`src/rtl/link_pkg.sv`:
```
// Shared definitions for the board-to-board player link: frame layout constants,
// transmit FSM state type and the frame checksum.
package link_pkg;

    localparam logic [7:0] SYNC_BYTE_DEF = 8'hA5;
    localparam int         FRAME_LEN     = 6;
    localparam int         IDX_W         = 3;

    typedef enum logic [1:0] {
        IDLE,
        SNAP,
        SEND,
        WAIT
    } link_tx_state_t;

    function automatic logic [7:0] link_checksum(
        input logic [7:0] b1,
        input logic [7:0] b2,
        input logic [7:0] b3,
        input logic [7:0] b4
    );
        return b1 ^ b2 ^ b3 ^ b4;
    endfunction

endpackage

```
`src/rtl/link_tick_gen.sv`:
```
// Free-running period counter; tick is high in the last cycle of each period.
// Shared with the receive side, which uses it for timeout detection.
module link_tick_gen #(
    parameter int FRAME_PERIOD = 1083333
) (
    input  logic clk,
    input  logic rst,
    output logic tick
);
    localparam int            CW   = (FRAME_PERIOD > 2) ? $clog2(FRAME_PERIOD) : 1;
    localparam logic [CW-1:0] LAST = CW'(FRAME_PERIOD - 1);

    logic [CW-1:0] cnt_q;
    logic [CW-1:0] cnt_d;

    always_comb begin
        cnt_d = (cnt_q == LAST) ? '0 : cnt_q + 1'b1;
    end

    always_ff @(posedge clk) begin
        if (rst) begin
            cnt_q <= '0;
        end else begin
            cnt_q <= cnt_d;
        end
    end

    assign tick = (cnt_q == LAST);

endmodule

```
`src/rtl/player_link_tx.sv`:
```
// Sends one 6-byte player-state frame per game tick to the board-to-board UART:
// sync, {seq,flags}, x[11:4], {x[3:0],y[11:8]}, y[7:0], xor of bytes 1..4.
module player_link_tx
    import link_pkg::*;
#(
    parameter int         FRAME_PERIOD = 1083333,
    parameter logic [7:0] SYNC_BYTE    = SYNC_BYTE_DEF
) (
    input  logic        clk,
    input  logic        rst,
    input  logic        tx_en,
    input  logic [11:0] pos_x,
    input  logic [11:0] pos_y,
    input  logic [3:0]  flags,
    input  logic        tx_done,
    output logic [7:0]  data_out,
    output logic        data_ready,
    output logic        busy,
    output logic        frame_done,
    output logic [7:0]  overrun_cnt
);
    localparam logic [IDX_W-1:0] LAST_IDX = IDX_W'(FRAME_LEN - 1);

    link_tx_state_t   state_q;
    logic [IDX_W-1:0] idx_q;
    logic [IDX_W-1:0] idx_d;
    logic [3:0]       seq_q;
    logic [3:0]       snap_seq_q;
    logic [3:0]       snap_flags_q;
    logic [11:0]      snap_x_q;
    logic [11:0]      snap_y_q;
    logic             pending_q;
    logic             carry_q;
    logic [7:0]       data_out_q;
    logic [7:0]       overrun_q;
    logic             data_ready_q;
    logic             busy_q;
    logic             frame_done_q;

    logic             tick;
    logic             last_done;
    logic             tick_busy;
    logic [7:0]       b1, b2, b3, b4;
    logic [7:0]       next_byte;

    link_tick_gen #(.FRAME_PERIOD(FRAME_PERIOD)) u_tick (
        .clk  (clk),
        .rst  (rst),
        .tick (tick)
    );

    always_comb begin
        idx_d = idx_q + 1'b1;
        b1    = {snap_seq_q, snap_flags_q};
        b2    = snap_x_q[11:4];
        b3    = {snap_x_q[3:0], snap_y_q[11:8]};
        b4    = snap_y_q[7:0];
        case (idx_d)
            3'd1:    next_byte = b1;
            3'd2:    next_byte = b2;
            3'd3:    next_byte = b3;
            3'd4:    next_byte = b4;
            3'd5:    next_byte = link_checksum(b1, b2, b3, b4);
            default: next_byte = SYNC_BYTE;
        endcase
    end

    // A tick landing on the final tx_done is handed to IDLE (carry) instead of pending.
    assign last_done = (state_q == WAIT) && tx_done && (idx_q == LAST_IDX);
    assign tick_busy = tick && (state_q != IDLE) && !last_done;

    always_ff @(posedge clk) begin
        if (rst) begin
            state_q      <= IDLE;
            idx_q        <= '0;
            seq_q        <= '0;
            snap_seq_q   <= '0;
            snap_flags_q <= '0;
            snap_x_q     <= '0;
            snap_y_q     <= '0;
            pending_q    <= 1'b0;
            carry_q      <= 1'b0;
            data_out_q   <= '0;
            data_ready_q <= 1'b0;
            busy_q       <= 1'b0;
            frame_done_q <= 1'b0;
            overrun_q    <= '0;
        end else begin
            data_ready_q <= 1'b0;
            frame_done_q <= 1'b0;
            carry_q      <= 1'b0;
            if (tick_busy) begin
                if (!pending_q) begin
                    pending_q <= 1'b1;
                end else if (overrun_q != 8'hFF) begin
                    overrun_q <= overrun_q + 8'd1;
                end
            end
            case (state_q)
                IDLE: begin
                    if ((tick | pending_q | carry_q) & tx_en) begin
                        state_q   <= SNAP;
                        pending_q <= 1'b0;
                        busy_q    <= 1'b1;
                    end
                end
                SNAP: begin
                    snap_x_q     <= pos_x;
                    snap_y_q     <= pos_y;
                    snap_flags_q <= flags;
                    snap_seq_q   <= seq_q;
                    idx_q        <= '0;
                    data_out_q   <= SYNC_BYTE;
                    data_ready_q <= 1'b1;
                    state_q      <= SEND;
                end
                SEND: begin
                    state_q <= WAIT;
                end
                WAIT: begin
                    if (tx_done) begin
                        if (idx_q == LAST_IDX) begin
                            state_q      <= IDLE;
                            busy_q       <= 1'b0;
                            frame_done_q <= 1'b1;
                            seq_q        <= seq_q + 4'd1;
                            carry_q      <= tick;
                        end else begin
                            idx_q        <= idx_d;
                            data_out_q   <= next_byte;
                            data_ready_q <= 1'b1;
                            state_q      <= SEND;
                        end
                    end
                end
                default: state_q <= IDLE;
            endcase
        end
    end

    assign data_out    = data_out_q;
    assign data_ready  = data_ready_q;
    assign busy        = busy_q;
    assign frame_done  = frame_done_q;
    assign overrun_cnt = overrun_q;

endmodule

```
`config.mk`:
```
export PLATFORM = sky130hd
export DESIGN_NAME = player_link_tx
export DESIGN_NICKNAME = d
export VERILOG_FILES = /design/src/rtl/link_pkg.sv /design/src/rtl/link_tick_gen.sv /design/src/rtl/player_link_tx.sv
export SDC_FILE = /design/constraint.sdc
export NUM_CORES = 1
export LEC_CHECK = 0
export BUFFER_PORTS_ARGS = -buffer_cell sky130_fd_sc_hd__buf_4
export CAP_MARGIN = 25
export CORE_ASPECT_RATIO = 1.4
export CORE_MARGIN = 2
export CORE_UTILIZATION = 54
export CTS_BUF_LIST = sky130_fd_sc_hd__clkbuf_4 sky130_fd_sc_hd__clkbuf_8
export DETAILED_ROUTE_END_ITERATION = 7
export PLACE_DENSITY = 0.83
export SETUP_SLACK_MARGIN = 0.15
export SLEW_MARGIN = 5
export SYNTH_ARGS = -nofsm -noshare
export SYNTH_HDL_FRONTEND = slang
export SYNTH_SLANG_ARGS = --single-unit
```
`constraint.sdc`:
```
create_clock -name clk -period 2.5 [get_ports clk]
set_input_delay 0.5 -clock clk [delete_from_list [all_inputs] [get_ports clk]]
set_output_delay 0.5 -clock clk [all_outputs]
set_load 0.01 [all_outputs]
```
==> impl_metrics.json <==
{
  "status": "finished, final reports clean",
  "worst_pin_slew_ns": 0.778,
  "pin_count": 51,
  "mostFrequentLayoutCells": "nand2_1, dfxtp_1, buf_4",
  "syn_avg_cell_area_um2": 8.22,
  "yosysUniqueCellTypes": 47,
  "insertion_delay_ns": 0.36,
  "netlist_area_um2": 3830,
  "gp_congestion": 0.851,
  "end_kind": "flop",
  "async_flop_share": 0,
  "synth_area_leader_cell": "dfxtp_1",
  "grt_max_degree": 36,
  "clock_path_buffers": 2,
  "synth_nets": 507,
  "grt_pass1_wl_mm": 14.2,
  "cts-htree-levels": 3,
  "cp.required_ns": 2.75,
  "r2r_slack_ns": 0.26,
  "min_to": "snap_y_q[4]",
  "ant_nets": 0,
  "yosysTopAreaCellShare": 0.434,
  "totalNegativeSetupSlack_ns": 0,
  "irDropWorstVdd_mv": 0.370,
  "power.density_nw_per_um2": 553,
  "rows": 36,
  "yosys_warnings": 0,
  "r2r_cells": 6,
  "clkTransAtPathRegs_ns": 0.08,
  "setup_ws_ns": 0.259,
  "start_kind": "flop",
  "hold_class": "in -> reg",
  "finalSetupViolations": 0,
  "track_usage": 0.234,
  "post-route-period-util": 0.896,
  "core_um2": 6940,
  "post_drt_wl_per_cell_um": 14.4,
  "finalWirelength_mm": 8.76,
  "avgViaCountPerCell": 5.60,
  "nFillCells": 622,
  "min_from": "pos_y[4]",
  "cap_viol_max_count": 0,
  "port_buffers": 50,
  "vias": 3418,
  "maxSlewViolCount": 0,
  "rsz0062_at_grt": "true",
  "die_y_um": 104,
  "syn_to_final_growth_pct": 18.3,
  "ctsHoldBuffers": 0,
  "arrival_ns": 2.49,
  "numCtsBuffers": 9,
  "drt_iter0_markers": 303,
  "max_freq_mhz": 446,
  "layout.nets": 551,
  "num_antenna_cells": 0,
  "drt-pass1-iter-count": 5,
  "synth_edf_count": 0,
  "drcViolationCount": 0,
  "post-place-ws_ns": 0.221,
  "fp.dieW_um": 75.2,
  "cts_root_buf": "clkbuf_8",
  "cts_tree": "yes",
  "path_max_fanout": 10,
  "slew-limit-headroom": 0.476,
  "reg2reg_to": "overrun_cnt[2]",
  "start_util": 0.552,
  "grt_overflow": 0,
  "worstSetupPathType": "reg -> reg",
  "yosys-top-cells-area": "dfxtp_1, nand2_1, xnor2_1, a21oi_1, nor2_1",
  "ys_seq_area_frac": 0.434,
  "finClkSkew_ns": 0.00573,
  "synth-seq-cells": 83,
  "final_layout_size_suffix_gt1_frac": 0.169,
  "synth_ff_type": "dfxtp_1",
  "p_leak_nw": 1.61,
  "dpl.hpwl_mm": 6.15,
  "min_period_ns": 2.24,
  "r2r-start": "u_tick.cnt_q[12]",
  "dieArea_um2": 7790,
  "cts_sinks": 83,
  "antenna_found_initial": 0,
  "hold_depth": 3,
  "grt_pass1_vias": 3299,
  "syn_inst": 466,
  "hold_viol_final": 0
}
-- metal layers --
metal  up-vias  global-route usage  wire length (µm)
met4         0               0.123               339
met1      1600               0.252              3520
li1       1700                   -                 -
met3        26              0.0516               360
met2        92               0.410              4550
met5         -                   0                 0
-- synthesized netlist by cell type, drive strengths merged (6+ instances only) --
cell / instances
xor2: 9
a21oi: 52
nor3: 10
ha: 9
xnor2: 35
nor2: 51
clkbuf: 23
nor4: 8
a211oi: 6
inv: 12
a222oi: 8
dfxtp: 83
nand4: 9
nand2: 83
nand3: 12
-- final cells by class --
cell class | instances | area (µm²) | share of cell area
inverter | 12 | 45.0 | 0.00994
clock buffer | 12 | 159 | 0.0351
tap | 95 | 119 | 0.0262
timing repair buffer | 59 | 440 | 0.0972
sequential | 83 | 1660 | 0.367
multi-input combinational | 345 | 2030 | 0.449
clock inverter | 4 | 72.6 | 0.0160
-- kinds of logic after synthesis --
group	synth area share
flops	0.434
fa+ha+maj	0.0294
mux	0.00261
simple gates	0.241
xor+xnor	0.101
buf+inv	0.0376
compound gates	0.155
-- per-stage QoR --
stage / hold WS (ns) / utilization / instance area [µm²] / total power [mW] / std cells
final: 0.384 / 0.653 / 4530 / 2.51 / 610
after floorplan: 0.444 / - / 3830 / 1.39 / 466
after global routing: 0.381 / 0.653 / 4530 / 2.59 / 610
after CTS: 0.368 / 0.651 / 4520 / 2.53 / 609
after global placement: 0.447 / 0.618 / 4290 / 1.44 / 593
after detailed placement: 0.450 / 0.618 / 4290 / 1.44 / 593
-- critical path: stages, from the launching register on --
cell     delay (ns)
dfxtp_1        0.35
or4b_1         0.52
or4_1          0.61
nor4_4         0.17
buf_4          0.21
a21oi_1        0.07
a31o_2         0.21
-- power by group --
group | total (mW) | internal [mW] | switching, mW
combinational | 0.0780 | 0.0408 | 0.0372
sequential | 1.33 | 1.32 | 0.00569
clock | 1.10 | 0.627 | 0.470
-- registers in the layout, summed over array words and instances, names as in the netlist --
register,flops
busy,1
carry_q,1
data_out,8
data_ready,1
frame_done,1
idx_q,3
overrun_cnt,8
pending_q,1
seq_q,4
snap_flags_q,4
snap_seq_q,4
snap_x_q,12
snap_y_q,12
state_q,2
u_tick.cnt_q,21
-- repair_timing --
item | in CTS | in global routing
resized for setup | 0 | 2
setup buffers | 0 | 0
endpoints found under the hold margin | 0 | 0
setup endpoints to repair | 0 | 23
-- worst max path at each step --
stage | start | end | slack, ns | depth (start not counted)
final | u_tick.cnt_q[12] | overrun_cnt[2] | 0.26 | 6
after global routing | idx_q[0] | overrun_cnt[5] | 0.14 | 7
after CTS | u_tick.cnt_q[12] | u_tick.cnt_q[13] | 0.20 | 5
after detailed placement | u_tick.cnt_q[12] | u_tick.cnt_q[3] | 0.22 | 5
after global placement | u_tick.cnt_q[12] | u_tick.cnt_q[18] | 0.31 | 5
after floorplan | u_tick.cnt_q[12] | overrun_cnt[2] | 0.27 | 6
(Power assumes the default switching activity.)
